<file path="src/rtl/reg_file_sb.sv">
// Register file with two read ports, two write ports (port 4 wins) and a busy-bit
// scoreboard that tracks issued-but-not-written-back destination registers.
module reg_file_sb #(
  parameter int unsigned XLEN   = 32,
  parameter int unsigned NREG   = 32,
  parameter int unsigned BYPASS = 1,
  localparam int unsigned AW    = $clog2(NREG)
) (
  input  logic            clk,
  input  logic            rst,
  input  logic [AW-1:0]   A1,
  input  logic [AW-1:0]   A2,
  output logic [XLEN-1:0] RD1,
  output logic [XLEN-1:0] RD2,
  output logic            BUSY1,
  output logic            BUSY2,
  input  logic            WE3,
  input  logic [AW-1:0]   A3,
  input  logic [XLEN-1:0] WD3,
  input  logic            WE4,
  input  logic [AW-1:0]   A4,
  input  logic [XLEN-1:0] WD4,
  input  logic            ISS,
  input  logic [AW-1:0]   ISS_RD,
  output logic            STALL,
  output logic [AW:0]     BUSY_CNT
);

  logic [XLEN-1:0] regs_q [NREG];
  logic [NREG-1:0] busy_q, busy_d;
  logic [NREG-1:0] wr_mask, eff_busy;
  logic [AW:0]     cnt_q, cnt_d;
  logic            wr3, wr4, bypass_on, accept;

  assign wr3       = WE3 && (A3 != '0);
  assign wr4       = WE4 && (A4 != '0);
  // Forwarding is suppressed while reset is held so readers see stored state.
  assign bypass_on = (BYPASS != 0) && rst;

  always_comb begin
    wr_mask = '0;
    if (wr3) wr_mask[A3] = 1'b1;
    if (wr4) wr_mask[A4] = 1'b1;
  end

  assign eff_busy = bypass_on ? (busy_q & ~wr_mask) : busy_q;

  always_comb begin
    RD1 = regs_q[A1];
    if (bypass_on && wr3 && (A3 == A1)) RD1 = WD3;
    if (bypass_on && wr4 && (A4 == A1)) RD1 = WD4;
    if (A1 == '0) RD1 = '0;
  end

  always_comb begin
    RD2 = regs_q[A2];
    if (bypass_on && wr3 && (A3 == A2)) RD2 = WD3;
    if (bypass_on && wr4 && (A4 == A2)) RD2 = WD4;
    if (A2 == '0) RD2 = '0;
  end

  assign BUSY1  = (A1 != '0) && eff_busy[A1];
  assign BUSY2  = (A2 != '0) && eff_busy[A2];
  assign STALL  = rst && ISS && (BUSY1 || BUSY2 || ((ISS_RD != '0) && eff_busy[ISS_RD]));
  assign accept = rst && ISS && !STALL && (ISS_RD != '0);

  // Set is applied after clear so a same-cycle issue keeps the register busy.
  always_comb begin
    busy_d = busy_q & ~wr_mask;
    if (accept) busy_d[ISS_RD] = 1'b1;
  end

  always_comb begin
    cnt_d = '0;
    for (int i = 0; i < NREG; i++) begin
      cnt_d = cnt_d + {{AW{1'b0}}, busy_d[i]};
    end
  end

  always_ff @(posedge clk) begin
    if (!rst) begin
      for (int i = 0; i < NREG; i++) regs_q[i] <= '0;
      busy_q <= '0;
      cnt_q  <= '0;
    end else begin
      if (wr3) regs_q[A3] <= WD3;
      if (wr4) regs_q[A4] <= WD4;
      busy_q <= busy_d;
      cnt_q  <= cnt_d;
    end
  end

  assign BUSY_CNT = cnt_q;

endmodule

</file>
<file path="config.mk">
export PLATFORM = sky130hd
export DESIGN_NAME = reg_file_sb
export DESIGN_NICKNAME = d
export VERILOG_FILES = /design/src/rtl/reg_file_sb.sv
export SDC_FILE = /design/constraint.sdc
export NUM_CORES = 2
export LEC_CHECK = 0
export CORE_UTILIZATION = 49
export CTS_BUF_LIST = sky130_fd_sc_hd__clkbuf_4
export CTS_CLUSTER_DIAMETER = 50
export DETAILED_ROUTE_END_ITERATION = 16
export PLACE_DENSITY = 0.73
export SYNTH_ARGS = -nofsm -noshare
export SYNTH_HDL_FRONTEND = slang
export SYNTH_SLANG_ARGS = --single-unit
</file>
<file path="constraint.sdc">
create_clock -name clk -period 10.85 [get_ports clk]
set_input_delay 2.17 -clock clk [delete_from_list [all_inputs] [get_ports clk]]
set_output_delay 2.17 -clock clk [all_outputs]
set_load 0.05 [all_outputs]
</file>
==> key figures <==
Synth
  – Share of flip-flops with an asynchronous set or reset: 0
  – Syn. warnings: 0
  – Synth unique cells: 80
  – Post-Syn Instances: 4478
  – Sequential-to-total area share from yosys stat: 0.4935
  – Syn Std Cell Area: 63850 um^2
  – Post-synth EDFFs: 1024
  – Predominant post-synthesis flop cell: edfxtp_1
  – Synthesized area per cell: 14.26 um^2
  – Register bit total from synthesis: 1062

Drt
  – Post-route ant nets: 0
  – Routed len/inst: 39.23 um
  – Highest routed layer: met5
  – Routed vias/inst: 7.749
  – DRC: 0
  – Initial DRC Count: 9395
  – Metal-1 WL: 81.86 mm
  – Met3 wire length: 44.05 mm
  – DR WL met2: 108.0 mm
  – Via count: 50196
  – Total Wirelength: 254.1 mm
  – TritonRoute pass-1 iters: 7

Global route
  – Number of global-route vias before repair: 48780
  – Global route overflow: 0
  – First-pass GRT wire length: 353.8 mm
  – Gr usage total: 0.3818
  – Largest net degree at the start of global routing: 126
  – Initial antenna violation count: 11

Power and ir drop
  – Int Power: 0.007396 W
  – Clock share of power: 0.357
  – PwrDens: 145.7 nW/um^2
  – Leakage: 24.16 nW
  – Combinational Power Share: 0.174
  – Switching share of power: 0.2867
  – Max VDD drop: 0.00008546 V
  – Net Switching: 0.002973 W
  – Sequential share of power: 0.470

Timing
  – Max frequency: 104.6 MHz
  – Slew headroom: 0.04942
  – RSZ-0062 raised after global routing: false
  – Final Hold Viols: 0
  – Setup TNS: 0 ns
  – Setup WS post-layout: 1.290 ns
  – Final setup fails: 0
  – Slew Limit Fails: 0
  – Worst Max-Slew Pin Slew: 1.418 ns
  – Fin Hold WS: 0.5351 ns
  – Worst Skew: 0.04298 ns
  – Period minus WS final: 9.560 ns
  – Final period util: 0.8811

Setup path
  – Bufs and invs on worst path: 5
  – Slowest library cell on the worst path: buf_4
  – Critical Path Fanout Max: 125
  – R2R Setup Slk: 3.73 ns
  – Critical path, cell by cell: buf_8 > buf_4 > buf_12 > buf_4 > mux4_2 > mux4_2 > mux2i_1 > nand2_1 > o211ai_1 > a21oi_1 > clkdlybuf4s50_1
  – WP data arrival: 7.39 ns
  – Crit Path Class: primary input to primary output
  – CP required: 8.68 ns
  – CP startpoint kind: primary input
  – Worst setup EP type: primary output
  – Critical Path Max Stage Delay: 0.89 ns
  – Top delay family on crit path: buffers and inverters

Layout
  – Fraction of layout cells with a size suffix above 1: 0.3133
  – Multi-input logic area: 30070 um^2
  – Most frequent cells in the layout: edfxtp_1, a22o_1, mux4_2
  – Area Growth Syn to Fin: 11.50%
  – FF+latch area: 31510 um^2
  – Core Util, Final: 0.5505
  – Commonest non-fill, non-tap cell in the layout: edfxtp_1
  – Final nets: 4659
  – Fill count: 10325
  – Filler-free cell count of the finished design: 6478

Clocking
  – Clk_lat worst skew: 1.28 ns
  – CTS Hold Bufs: 0
  – H-tree depth: 5
  – Post-CTS setup buffers: 0
  – CTS Buffer Depth: 4
  – # resized after CTS: 0
  – Total CTS buffers: 302
  – CTS Sinks: 1062
  – Clk root buf: clkbuf_4
  – CTS tree: built
  – Clock transition at path regs: 0.07 ns

Floorplan
  – Die H: 363.0 um
  – Site Rows: 132
  – Io pins: 167
  – Die X-Extent: 363.0 um
  – Die area: 131700 um^2
  – Core ar.: 129300 um^2
  – Initial Util: 0.4937

Placement
  – GPL Wtd Cong: 1.004
  – Placed insts: 5972
  – DPL Wire Length: 143.4 mm
  – Pre-CTS WS: 0.6299 ns
  – Port buffer count: 166

Min path
  – HP Class: register to register

Outcome
  – Status: completed

Run
  – Max Cap Viol: 0
-- sequential cells by signal, indices dropped and copies added (netlist names) --
name	cells
busy_q	32
regs_q	1024
BUSY_CNT	6
-- cell type report --
type | count | share of cell area
Clock inverter | 59 | 0.004746
Timing Repair Buffer | 422 | 0.05094
Antenna cell | 9 | 0.0003164
Tap cell | 1742 | 0.03062
Sequential cell | 1062 | 0.4426
Multi-Input combinational cell | 2709 | 0.4224
Clock buffer | 438 | 0.04619
Inverter | 37 | 0.002127
-- per-stage QoR --
stage	cell area (um^2)	power, W
after floorplan	63960	0.006079
after global placement	67540	0.006666
after detailed placement	67540	0.006702
after CTS	71160	0.01031
after global routing	71180	0.01063
final	71190	0.01037
-- cells by family after synthesis --
kind of cell,share of synthesized area
AO/OA/AOI/OAI,0.1709
flip-flops,0.4935
buffers and inverters,0.04464
multiplexers,0.2366
AND/OR/NAND/NOR,0.04227
adder cells (fa/ha/maj),0.008897
XOR/XNOR,0.003018
other,0.00005873
-- worst paths after layout --
path,start,endpoint,cells past startpoint
hold / removal,busy_q[25],busy_q[25],2
setup reg to reg,busy_q[17],BUSY_CNT[4],21
hold reg to reg,busy_q[25],busy_q[25],2
setup / recovery,A2[1],RD2[6],11
-- power groups by stage --
| stage | sequential, W | combinational, W | clock, W |
|---|---|---|---|
| floorplan | 0.00490 | 0.00117 | 0 |
| global placement | 0.00492 | 0.00174 | 0 |
| detailed placement | 0.00495 | 0.00175 | 0 |
| CTS | 0.00486 | 0.00176 | 0.00369 |
| global route | 0.00489 | 0.00184 | 0.00390 |
| finish | 0.00487 | 0.00180 | 0.00370 |
-- worst min-delay path: stages, from the launching register on --
cell and delay [ns]:
dfxtp_1 0.35, nand3_1 0.09, o21ai_1 0.05
-- layer usage --
metal / vias up / GRT usage
li1: 18891 / -
met1: 24708 / 0.4798
met2: 5375 / 0.5361
met3: 1210 / 0.1570
met4: 12 / 0.2655
met5: - / 0.0007262
-- cell usage after synthesis (all sizes together) (24+ instances only) --
cell | count | area [um^2]
a21oi | 142 | 710.7
a211oi | 42 | 315.3
nor2 | 180 | 675.7
o21ai | 54 | 270.3
nand3 | 28 | 140.1
a22o | 968 | 8478
o211ai | 52 | 390.4
mux4 | 641 | 14440
nor3 | 95 | 500.5
buf | 174 | 733.2
clkbuf | 527 | 1978
nand2 | 165 | 619.3
fa | 24 | 480.5
edfxtp | 1024 | 30750
dfxtp | 38 | 760.7
inv | 37 | 138.9
mux2i | 66 | 660.6
No activity file was read; power rests on OpenSTA's default activity.
